File: src/rtl/cpu_program_loader.sv
// Host-side loader for the cpu: streams instruction and data images into memory,
// runs the cpu for a programmed number of cycles, then dumps data memory back out.
module cpu_program_loader #(
  parameter int IMEM_WORDS = 512,
  parameter int DMEM_WORDS = 1024
) (
  input  logic        clk,
  input  logic        arst,
  input  logic        start,
  input  logic [9:0]  imem_len,
  input  logic [10:0] dmem_len,
  input  logic [31:0] run_cycles,
  input  logic        s_valid,
  output logic        s_ready,
  input  logic [63:0] s_data,
  output logic [63:0] addr_ext,
  output logic        wen_ext,
  output logic        ren_ext,
  output logic [31:0] wdata_ext,
  output logic [63:0] addr_ext_2,
  output logic        wen_ext_2,
  output logic        ren_ext_2,
  output logic [63:0] wdata_ext_2,
  input  logic [63:0] rdata_ext_2,
  output logic        cpu_enable,
  output logic        m_valid,
  input  logic        m_ready,
  output logic [63:0] m_data,
  output logic        busy,
  output logic        done,
  output logic        err
);

  typedef enum logic [2:0] {
    IDLE, LOAD_I, LOAD_D, RUN, RD_REQ, RD_WAIT, DUMP, DONE
  } state_t;

  state_t      state, state_next;
  logic [10:0] cnt, cnt_next;
  logic [31:0] rc, rc_next;
  logic [9:0]  imem_len_q;
  logic [10:0] dmem_len_q;
  logic [31:0] run_cycles_q;
  logic        s_hs, m_hs, start_ok, range_bad;

  assign ren_ext = 1'b0;

  always_comb begin
    s_hs      = s_valid && s_ready;
    m_hs      = m_valid && m_ready;
    start_ok  = start && (state == IDLE || state == DONE);
    range_bad = ({22'd0, imem_len} > 32'(IMEM_WORDS)) ||
                ({21'd0, dmem_len} > 32'(DMEM_WORDS));
  end

  // RUN is always visited after loading (for at least one cycle) so the final
  // data-memory write never collides with the first dump read.
  always_comb begin
    state_next = state;
    cnt_next   = cnt;
    rc_next    = rc;
    case (state)
      IDLE, DONE: begin
        if (start) begin
          cnt_next = 11'd0;
          rc_next  = run_cycles;
          if (range_bad)              state_next = DONE;
          else if (imem_len != 10'd0) state_next = LOAD_I;
          else if (dmem_len != 11'd0) state_next = LOAD_D;
          else                        state_next = RUN;
        end
      end
      LOAD_I: begin
        if (s_hs) begin
          if (cnt == {1'b0, imem_len_q} - 11'd1) begin
            cnt_next   = 11'd0;
            rc_next    = run_cycles_q;
            state_next = (dmem_len_q != 11'd0) ? LOAD_D : RUN;
          end else begin
            cnt_next = cnt + 11'd1;
          end
        end
      end
      LOAD_D: begin
        if (s_hs) begin
          if (cnt == dmem_len_q - 11'd1) begin
            cnt_next   = 11'd0;
            rc_next    = run_cycles_q;
            state_next = RUN;
          end else begin
            cnt_next = cnt + 11'd1;
          end
        end
      end
      RUN: begin
        if (rc <= 32'd1) begin
          cnt_next   = 11'd0;
          rc_next    = 32'd0;
          state_next = (dmem_len_q != 11'd0) ? RD_REQ : DONE;
        end else begin
          rc_next = rc - 32'd1;
        end
      end
      RD_REQ:  state_next = RD_WAIT;
      RD_WAIT: state_next = DUMP;
      DUMP: begin
        if (m_hs) begin
          if (cnt == dmem_len_q - 11'd1) begin
            state_next = DONE;
          end else begin
            cnt_next   = cnt + 11'd1;
            state_next = RD_REQ;
          end
        end
      end
      default: state_next = IDLE;
    endcase
  end

  always_ff @(posedge clk or posedge arst) begin
    if (arst) begin
      state        <= IDLE;
      cnt          <= 11'd0;
      rc           <= 32'd0;
      imem_len_q   <= 10'd0;
      dmem_len_q   <= 11'd0;
      run_cycles_q <= 32'd0;
      err          <= 1'b0;
    end else begin
      state <= state_next;
      cnt   <= cnt_next;
      rc    <= rc_next;
      if (start_ok) begin
        imem_len_q   <= imem_len;
        dmem_len_q   <= dmem_len;
        run_cycles_q <= run_cycles;
        err          <= range_bad;
      end
    end
  end

  // Outputs are registered from the next state so they line up with the state.
  always_ff @(posedge clk or posedge arst) begin
    if (arst) begin
      s_ready     <= 1'b0;
      addr_ext    <= 64'd0;
      wen_ext     <= 1'b0;
      wdata_ext   <= 32'd0;
      addr_ext_2  <= 64'd0;
      wen_ext_2   <= 1'b0;
      ren_ext_2   <= 1'b0;
      wdata_ext_2 <= 64'd0;
      cpu_enable  <= 1'b0;
      m_valid     <= 1'b0;
      m_data      <= 64'd0;
      busy        <= 1'b0;
      done        <= 1'b0;
    end else begin
      s_ready    <= (state_next == LOAD_I) || (state_next == LOAD_D);
      wen_ext    <= s_hs && (state == LOAD_I);
      wen_ext_2  <= s_hs && (state == LOAD_D);
      ren_ext_2  <= (state_next == RD_REQ);
      cpu_enable <= (state_next == RUN) && (rc_next != 32'd0);
      m_valid    <= (state_next == DUMP);
      busy       <= (state_next != IDLE) && (state_next != DONE);
      done       <= (state_next == DONE);
      if (s_hs && state == LOAD_I) begin
        addr_ext  <= {51'd0, cnt, 2'b00};
        wdata_ext <= s_data[31:0];
      end
      if (s_hs && state == LOAD_D) begin
        addr_ext_2  <= {50'd0, cnt, 3'b000};
        wdata_ext_2 <= s_data;
      end else if (state_next == RD_REQ) begin
        addr_ext_2 <= {50'd0, cnt_next, 3'b000};
      end
      if (state == RD_WAIT) m_data <= rdata_ext_2;
    end
  end

endmodule
File: config.mk
export PLATFORM = sky130hd
export DESIGN_NAME = cpu_program_loader
export DESIGN_NICKNAME = d
export VERILOG_FILES = /design/src/rtl/cpu_program_loader.sv
export SDC_FILE = /design/constraint.sdc
export NUM_CORES = 1
export LEC_CHECK = 0
export ABC_AREA = 0
export BUFFER_PORTS_ARGS = -buffer_cell sky130_fd_sc_hd__buf_2
export CORE_AREA = 2 2 186 188
export CTS_CLUSTER_DIAMETER = 80
export DETAILED_ROUTE_END_ITERATION = 10
export DIE_AREA = 0 0 188 190
export GPL_TIMING_DRIVEN = 0
export PLACE_DENSITY = 0.66
export SYNTH_ARGS = -nofsm -noshare
export SYNTH_HDL_FRONTEND = slang
export SYNTH_SLANG_ARGS = --single-unit
File: constraint.sdc
create_clock -name clk -period 10.63 [get_ports clk]
set_input_delay 1.063 -clock clk [delete_from_list [all_inputs] [get_ports clk]]
set_output_delay 1.063 -clock clk [all_outputs]
set_load 0.01 [all_outputs]
== Word level (Yosys, flattened, before mapping) ==
Index checks and enable logic that the tools add are counted.
Operators by class
  add/sub/neg operators: 4
  magnitude comparators: 3
  eq/ne operators: 16
  multiplexer cells: 32
  reductions and logical operators: 18
Operators with widths (count)
  2-to-1 mux 32 bit: 6
  2-to-1 mux 64 bit: 2
  one-hot mux 32 bit (4 select lines): 1
  2-to-1 mux 11 bit: 8
  one-hot mux 11 bit (5 select lines): 1
  less-or-equal comparator 32 x 1 -> 1 bit (second input constant): 1
  nonzero test 32 bit: 1
  subtractor 32 x 1 -> 32 bit (second input constant): 1
  2-to-1 mux 3 bit: 8
  == test 11 bit: 2
  nonzero test 11 bit: 2
  == test 3 bit (second input constant): 7
  one-hot mux 3 bit (7 select lines): 1
  == test 3 x 2 -> 1 bit (second input constant): 4
  adder 11 x 1 -> 11 bit (second input constant): 1
  greater-than comparator 11 bit (second input constant): 1
  subtractor 10 x 1 -> 11 bit (second input constant): 1
  subtractor 11 x 1 -> 11 bit (second input constant): 1
  greater-than comparator 10 bit (second input constant): 1
  nonzero test 10 bit: 1
  logical AND 1 bit: 7
  == test 3 x 1 -> 1 bit (second input constant): 2
  2-to-1 mux 2 bit: 3
  zero test 3 bit: 1
  6 further kinds: 9
Word-level totals
  register bits after elaboration: 343
  input port bits: 186
  output and inout port bits: 298
  word-level logic and storage cells: 93

== Depth between registers and ports, before layout ==
Gate-level depths: netlist of the first run.
  depth in word-level cells: 9
  mapped depth: 17
  mapped depth without buffers: 17

== Worst setup path before layout of the first run ==
OpenSTA, ideal clock, no wires.
  path kind: input -> register
  from: input port imem_len[3]
  to: register addr_ext_2[10]
  library setup time: 0.126 ns
  arrival: 3.542 ns
  data required time: 10.504 ns
  setup slack: 6.962 ns
  stages on the path: 13
  buffers on the path: 1
  cell sequence: or4_1 > nor4_1 > a2bb2oi_1 > nand2_1 > a21oi_1 > or3_1 > o211ai_1 > or2_1 > nand2b_1 > inv_2 > nor2_1 > buf_2 > a221o_1
Between the ends
  word-level cells in the longest chain between the ends: 7
  elaborated cells between the ends (all ways): 9
  classes of those cells: order compare: 1; eq/ne: 1; mux: 4; reduce/logical: 3
Ends and longest elaborated chain
  start: declaration: line 10  | input logic [9:0] imem_len,
  greater-than comparator 10 bit or nonzero test 10 bit (tied branches): line 52, 68
  logical OR 1 bit or 2-to-1 mux 2 bit (tied branches): line 52, 68
  2-to-1 mux 3 bit (*): line 67  | if (range_bad) state_next = DONE;
  2-to-1 mux 3 bit (*): line 64  | if (start) begin
  one-hot mux 3 bit (7 select lines) (*): line 62  | case (state)
  named net state_next[1]: line 38  | state_t state, state_next;
  == test 3 bit (*): line 174  | end else if (state_next == RD_REQ) begin
  nonzero test 2 bit (no source line) (*)
  end signal: assignment: line 172  | addr_ext_2 <= {50'd0, cnt, 3'b000};
  end signal: assignment: line 175  | addr_ext_2 <= {50'd0, cnt_next, 3'b000};
  end: declaration: line 20  | output logic [63:0] addr_ext_2,
The timed path passes the listed nets; every way through them passes the cells marked *.
A chain may end at the register's enable or synchronous reset.

== Worst setup path in the final report of the first run ==
  from: register rc[2]
  to: register cpu_enable
Between the ends
  word-level cells in the longest chain between the ends: 5
  elaborated cells between the ends (all ways): 14
  classes of those cells: add/sub: 1; order compare: 1; eq/ne: 1; mux: 9; reduce/logical: 2
Ends and longest elaborated chain
  start: declaration: line 40  | logic [31:0] rc, rc_next;
  start signal: assignment: line 132  | rc <= rc_next;
  subtractor 32 x 1 -> 32 bit or less-or-equal comparator 32 x 1 -> 1 bit (tied branches): line 101, 96
  2-to-1 mux 32 bit (*): line 96  | if (rc <= 32'd1) begin
  one-hot mux 32 bit (4 select lines) (*): line 62
  named net rc_next[25]: line 40
  nonzero test 32 bit (*): line 163  | cpu_enable <= (state_next == RUN) && (rc_next != 32'd0);
  logical AND 1 bit (*): line 163
  end signal: assignment: line 163
  end: declaration: line 25  | output logic cpu_enable,
Marks and branches as above.

==> run_results.csv, run 1 <==
group,metric,value,unit
status,status,"complete, no violations",
synth,synth-main-ff-cell,"dfrtp_1",
timing,min_period,5.025,ns
timing,rsz0062_at_grt,"false",
clock_tree,htree_levels,2,
timing,fmax,199.0,MHz
synth,yosysWarnings,0,
final_layout,area_delta_synth_final,28.89,%
synth,synthAdderAreaFrac,0.5278,%
min_path,min_path_type,"reg2reg",
routing,detail-route-antenna-nets,0,
critical_path,crit_type,"reg2reg",
final_layout,final_common_cell,"nand2_1",
routing,vias_per_cell,5.048,
synth,synth_edf_count,0,
synth,synth_compound_area_share,10.99,%
floorplan,rows,68,
synth,synth-xor-area-share,1.847,%
final_layout,final_cell_mix,"521 x nand2_1, 383 x buf_2, 290 x dfrtp_1",
flow_run,cap_violations,0,
synth,synthSimpleGateAreaFrac,21.85,%
global_route,grt_max_degree,120,
synth,synthCells,1544,
clock_tree,numCtsBuffers,34,
global_route,grt_pass1_vias,12440,
critical_path,crit_family,"compound AO/OA/AOI/OAI gates",
critical_path,endpoint_kind,"register",
critical_path,worst_ep_required_time,11.00,ns
global_route,grt_pass1_wl,69.66,mm
clock_tree,cts_tree,"yes",
floorplan,die_area,0.03572,mm^2
clock_tree,cts.sinks,290,
synth,yosys_register_bits,290,
synth,synth_area,0.01422,mm^2
timing,final-setup-viol-count,0,
clock_tree,ctsResizeCount,0,
synth,async_reset_ff_share,100.0,%
synth,syn_area_per_cell,9.211,um^2
critical_path,cp_max_fo,10,
global_route,track_usage,24.80,%
timing,tightestPinTransition,1.021,ns
routing,drcViolationCount,0,
floorplan,initial_core_util,41.90,%
critical_path,path_cells,"nor4_1 -> o2111ai_1 -> o31ai_2 -> clkbuf_1 -> buf_1 -> o211ai_1 -> a221o_1 -> nor3_1 -> nand3_1 -> nor4_2 -> a311oi_1",
critical_path,crit_arrival,5.39,ns
routing,drt_iter0_drc,912,
power_and_ir_drop,ir_worst_vdd,0.0001081,V
final_layout,final_cells,2546,
timing,hold_viol,0,
critical_path,slowest_delay,0.84,ns
routing,dr.pass1.iters,5,
timing,drv_slew,0,
floorplan,die_h,190,um
global_route,antenna_found_initial,3,
critical_path,critPathBufInv,2,
power_and_ir_drop,power.leakage,9.675,nW
synth,synth-seq-area-share,51.02,%
clock_tree,clockRootBuffer,"clkbuf_16",
floorplan,coreArea,0.03395,mm^2
synth,synth_top_family_by_area,"simple AND/OR/NAND/NOR gates",
synth,muxShareOfSynthArea,5.278,%
global_route,grt-ovfl-total,0,
critical_path,start_kind,"register",
timing,min_period_over_period,47.27,%
placed_design,dp.cells,2483,
clock_tree,clk_pin_slew_worst_paths,0.06,ns
floorplan,io_pins,484,
placed_design,numPortBuffers,376,
placed_design,hpwl,34.12,mm
clock_tree,hold_buffers,0,
power_and_ir_drop,powerDensity,149.2,mW/mm^2
power_and_ir_drop,power.total,2.736,mW
timing,max-slew-margin-rel,31.94,%
floorplan,die_x,188,um
final_layout,drive_above_1_share,30.32,%
routing,avgRoutedWirePerCell,17.86,um
final_layout,nets,2256,
placed_design,routabilityCongestion,0.9552,
timing,timing.setup.tns,0,ns
critical_path,critical-path-slowest-cell,"nor4_1",
clock_tree,cts.path.max_buffers,3,
clock_tree,cts_setup_buffers,0,
timing,skew,0.02164,ns
routing,vias,12850,
clock_tree,clk_latency,0.52,ns
routing,wirelength,45.47,mm
synth,yosys.cell_types.count,74,
power by group:
| group | switching (mW) | internal [mW] | leakage (nW) |
|---|---|---|---|
| registers | 0.0243 | 1.15 | 3.58 |
| logic | 0.188 | 0.135 | 5.50 |
| clock network | 0.466 | 0.772 | 0.592 |
| total | 0.679 | 2.06 | 9.68 |
sequential cells by signal, summed over array words and instances (netlist names), 32 cells and up:
name and count:
m_data 64, wdata_ext_2 64, rc 32, run_cycles_q 32, wdata_ext 32
cell usage after synthesis (4+ instances only):
| library cell | instances | area, um^2 |
|---|---|---|
| a221o_1 | 32 | 320.3 |
| and3_1 | 7 | 43.79 |
| xnor2_1 | 14 | 122.6 |
| a211oi_1 | 4 | 30.03 |
| dfrtp_1 | 290 | 7257 |
| nor2_1 | 43 | 161.4 |
| and2_1 | 12 | 75.07 |
| mux2_2 | 64 | 720.7 |
| o311ai_0 | 5 | 43.79 |
| nor3_1 | 27 | 135.1 |
| inv_1 | 23 | 86.33 |
| o21ai_0 | 51 | 255.2 |
| a31oi_1 | 4 | 25.02 |
| o21a_1 | 5 | 37.54 |
| buf_1 | 9 | 33.78 |
| nand2_1 | 521 | 1956 |
| o31ai_1 | 4 | 30.03 |
| o211ai_1 | 19 | 142.6 |
| or4_1 | 4 | 30.03 |
| xor2_1 | 16 | 140.1 |
| ha_1 | 6 | 75.07 |
| clkbuf_1 | 58 | 217.7 |
| a21oi_1 | 39 | 195.2 |
| nand3_1 | 35 | 175.2 |
| or3_1 | 12 | 75.07 |
| nor4_1 | 14 | 87.58 |
| o21ai_1 | 5 | 25.02 |
| nand4_1 | 7 | 43.79 |
| buf_2 | 7 | 35.03 |
| a21o_1 | 7 | 52.55 |
| buf_4 | 109 | 818.3 |
| o22ai_1 | 4 | 25.02 |
| nand2b_1 | 14 | 87.58 |
cell type report:
class                      count  area [um^2]
fill                        3211        15620
sequential                   290         7257
multi-input combinational   1151         6161
timing repair buffer         378         1937
buffer                       183         1105
clock buffer                  45        983.4
tap                          455        569.3
clock inverter                15        206.4
inverter                      26        105.1
antenna                        3        7.507
worst register-to-register path: stages (launching register included):
cell and delay, ns:
dfrtp_1 0.43, nor4_1 0.84, o2111ai_1 0.25, o31ai_2 0.77
clkbuf_1 0.55, buf_1 0.63, o211ai_1 0.20, a221o_1 0.30
nor3_1 0.23, nand3_1 0.18, nor4_2 0.33, a311oi_1 0.18
worst paths after layout:
path                                    startpoint                        end  slack (ns)  cells after the start
hold reg to reg            addr_ext[4]$_DFFE_PP0P_    addr_ext[4]$_DFFE_PP0P_        0.47                      2
setup reg to reg                   rc[2]$_DFF_PP0_       cpu_enable$_DFF_PP0_        5.60                     11
hold / removal             addr_ext[4]$_DFFE_PP0P_    addr_ext[4]$_DFFE_PP0P_        0.47                      2
max in group asynchronous                     arst  wdata_ext[25]$_DFFE_PP0P_        8.90                      3
setup / recovery                   rc[2]$_DFF_PP0_       cpu_enable$_DFF_PP0_        5.60                     11
min in group asynchronous                     arst     m_data[33]$_DFFE_PP0P_        0.66                      2
metrics by stage:
stage	hold slack (ns)	setup WS, ns	area [um^2]	util (%)
2_1_floorplan	0.4457	1.561	14620	-
3_3_place_gp	0.4516	-1.758	17070	50.29
3_5_place_dp	0.4567	5.803	17130	50.47
4_1_cts	0.4709	5.753	18320	53.98
5_1_grt	0.4834	5.493	18330	53.99
6_report	0.4668	5.605	18330	54.00
routing by layer:
layer	up-vias	GRT usage [%]	share of wire, %
met5	-	0	0.029
met4	2	7.753	2.7
met3	91	4.353	7.2
met2	549	41.60	48
met1	6148	32.81	42
li1	6062	-	-
kinds of logic (layout without fill, tap and decap cells):
logic type,after synthesis,in the layout
and+or+nand+nor,721,721
buffers and inverters,209,647
AOI/OAI and AO/OA,220,220
muxes,67,67
other,1,110
DFF,290,290
adders and majority gates,6,6
xor gates and xnor gates,30,30
Note: power is estimated with default switching activity, not from simulation.
==> run 2: changes to the inputs <==
Settings changed: CORE_AREA 2 2 186 188 to 2 2 190 192, DIE_AREA 0 0 188 190 to 0 0 192 194.
Clock period 10.63 ns to 4.29 ns, I/O delays scaled along.
==> run 2 against run 1 <==
  * Clock-buffer cell count did not move
  * Total power rose by 140%
  * Highest routed layer is now met4
  * Maximum frequency rose by 19%
  * Non-clock buffer count rose by 8
  * Die area rose by 4.3%
  * Sequential share of layout area fell by 0.33 points
  * Core utilization fell by 1.5 points
  * Combinational power rose to 2.5 times the previous value
==> run_results.csv, run 2 (synthesis results as in run 1) <==
group,metric,value,unit
status,status,"complete, no violations",
power_and_ir_drop,ir_worst_vdd,0.0002893,V
critical_path,crit_type,"reg2reg",
clock_tree,clockRootBuffer,"clkbuf_16",
clock_tree,hold_buffers,0,
power_and_ir_drop,power.internal,4.913,mW
timing,tightestPinTransition,1.059,ns
critical_path,endpoint_kind,"register",
critical_path,path_cells,"inv_1 -> ha_2 -> or4b_4 -> o21a_1 -> a2111oi_2 -> nand4_1 -> nor3_4 -> o22ai_4 -> clkbuf_2 -> a221o_1 -> nor4_1 -> nand2_1 -> nor4_4 -> a311oi_2",
timing,final-setup-viol-count,0,
clock_tree,cts.path.max_buffers,3,
critical_path,r2r_start,"imem_len_q[0]$_DFFE_PP0P_",
routing,dr.pass1.iters,8,
final_layout,drive_above_1_share,31.26,%
placed_design,routabilityCongestion,0.9137,
final_layout,nFillCells,3338,
final_layout,final_cells,2557,
timing,worst_slack,0.06477,ns
critical_path,slowest_delay,0.51,ns
clock_tree,numCtsBuffers,34,
global_route,grt_pass1_wl,70.73,mm
critical_path,crit_family,"simple AND/OR/NAND/NOR gates",
floorplan,coreArea,0.03522,mm^2
power_and_ir_drop,power.leakage,9.719,nW
routing,wirelength,46.19,mm
timing,skew,0.01415,ns
flow_run,cap_violations,0,
final_layout,regArea,0.007257,mm^2
power_and_ir_drop,netSwitchingFraction,25.62,%
critical_path,start_kind,"register",
final_layout,nets,2264,
timing,min_period_over_period,98.49,%
timing,min_period,4.225,ns
floorplan,die_area,0.03725,mm^2
placed_design,pre_cts_ws,-0.3500,ns
placed_design,numPortBuffers,376,
routing,drcViolationCount,0,
clock_tree,clk_latency,0.51,ns
global_route,track_usage,24.26,%
global_route,antenna_found_initial,1,
routing,vias,12980,
floorplan,initial_core_util,40.38,%
timing,hold_viol,0,
critical_path,worstSetupStartpoint,"imem_len_q[0]$_DFFE_PP0P_",
power_and_ir_drop,switchingPower,1.692,mW
critical_path,critical-path-slowest-cell,"or4b_4",
critical_path,critPathBufInv,2,
clock_tree,clk_pin_slew_worst_paths,0.06,ns
final_layout,multiInputGateArea,0.006274,mm^2
final_layout,final_cell_mix,"521 x nand2_1, 384 x buf_2, 290 x dfrtp_1",
global_route,grt_max_degree,43,
power_and_ir_drop,powerDensity,357.3,mW/mm^2
floorplan,die_x,192,um
final_layout,top_regs,"m_data: 64 flops, wdata_ext_2: 64 flops",
clock_tree,htree_levels,2,
power_and_ir_drop,sequentialPowerShare,44.1,%
timing,timing.setup.tns,0,ns
critical_path,worst_ep_required_time,4.65,ns
timing,fmax,236.7,MHz
critical_path,crit_arrival,4.58,ns
routing,drt_iter0_drc,862,
timing,max-slew-margin-rel,29.43,%
routing,detail-route-antenna-nets,0,
placed_design,dp.cells,2494,
final_layout,area_delta_synth_final,29.96,%
routing,avgRoutedWirePerCell,18.06,um
routing,vias_per_cell,5.077,
floorplan,die_h,194,um
placed_design,hpwl,34.82,mm
global_route,grt-ovfl-total,0,
final_layout,final_common_cell,"nand2_1",
global_route,grt_pass1_vias,12630,
power_and_ir_drop,clkPwrFrac,43.7,%
floorplan,rows,69,
power_and_ir_drop,pwr-share-comb,12.3,%
timing,drv_slew,0,
clock_tree,cts_tree,"yes",
clock_tree,cts.sinks,290,
critical_path,cp_max_fo,10,
min_path,min_path_type,"in2async",
floorplan,io_pins,484,
==> run 2: power by group through the flow <==
stage	registers (mW)	logic [mW]	clock network (mW)
detailed placement	2.96	0.805	0
finish	2.91	0.811	2.88
global route	2.92	0.895	3.05
global placement	2.96	0.776	0
CTS	2.91	0.809	2.94
floorplan	3.00	0.425	0
==> run 2: what timing repair did <==
action,CTS,global route
pin swaps,0,5
buffers inserted,0,3
endpoints found under the setup margin,11,2
resized for setup,9,16
==> run 2: area by class of cell <==
cell class	count	share of cell area, %
sequential	290	39.26
timing repair buffer	386	11.13
tap	461	3.121
multi-input combinational	1151	33.94
buffer	183	6.004
inverter	26	0.5483
antenna	1	0.01354
clock buffer	45	5.266
clock inverter	14	0.7175
==> run 2: worst reg2reg max path, cell delays in order, from the launching register on <==
cell and delay, ns:
dfrtp_1 0.43, inv_1 0.10, ha_2 0.23, or4b_4 0.51, o21a_1 0.23, a2111oi_2 0.36
nand4_1 0.22, nor3_4 0.28, o22ai_4 0.17, clkbuf_2 0.28, a221o_1 0.47, nor4_1 0.19
nand2_1 0.15, nor4_4 0.26, a311oi_2 0.18
==> run 2: worst paths after layout <==
check	end	slack (ns)	cells after the start
setup reg to reg	cpu_enable$_DFF_PP0_	0.06	14
max in group asynchronous	addr_ext[10]$_DFFE_PP0P_	3.09	5
hold / removal	m_data[25]$_DFFE_PP0P_	0.02	2
hold reg to reg	wdata_ext[20]$_DFFE_PP0P_	0.47	2
min in group clk	wdata_ext_2[35]$_DFFE_PP0P_	0.11	3
setup / recovery	cpu_enable$_DFF_PP0_	0.06	14
==> run 2: metal layers <==
metal | global-route usage (%) | routed length, um | share of wire, % | vias to the layer above
met5 | 0 | 0 | 0 | -
met4 | 8.595 | 1639 | 3.5 | 0
met3 | 5.014 | 3871 | 8.4 | 113
met2 | 39.47 | 21500 | 47 | 611
met1 | 32.05 | 19180 | 42 | 6200
li1 | - | - | - | 6058
==> run 2: through the flow <==
stage	hold WS, ns	utilization, %	area (um^2)	power, mW
after floorplan	0.4457	-	14620	3.426
after global placement	0.4534	48.50	17080	3.735
after detailed placement	0.4563	48.90	17220	3.764
after CTS	0.01158	52.16	18370	6.655
after global routing	0.05340	52.48	18480	6.866
final	0.02119	52.48	18480	6.605
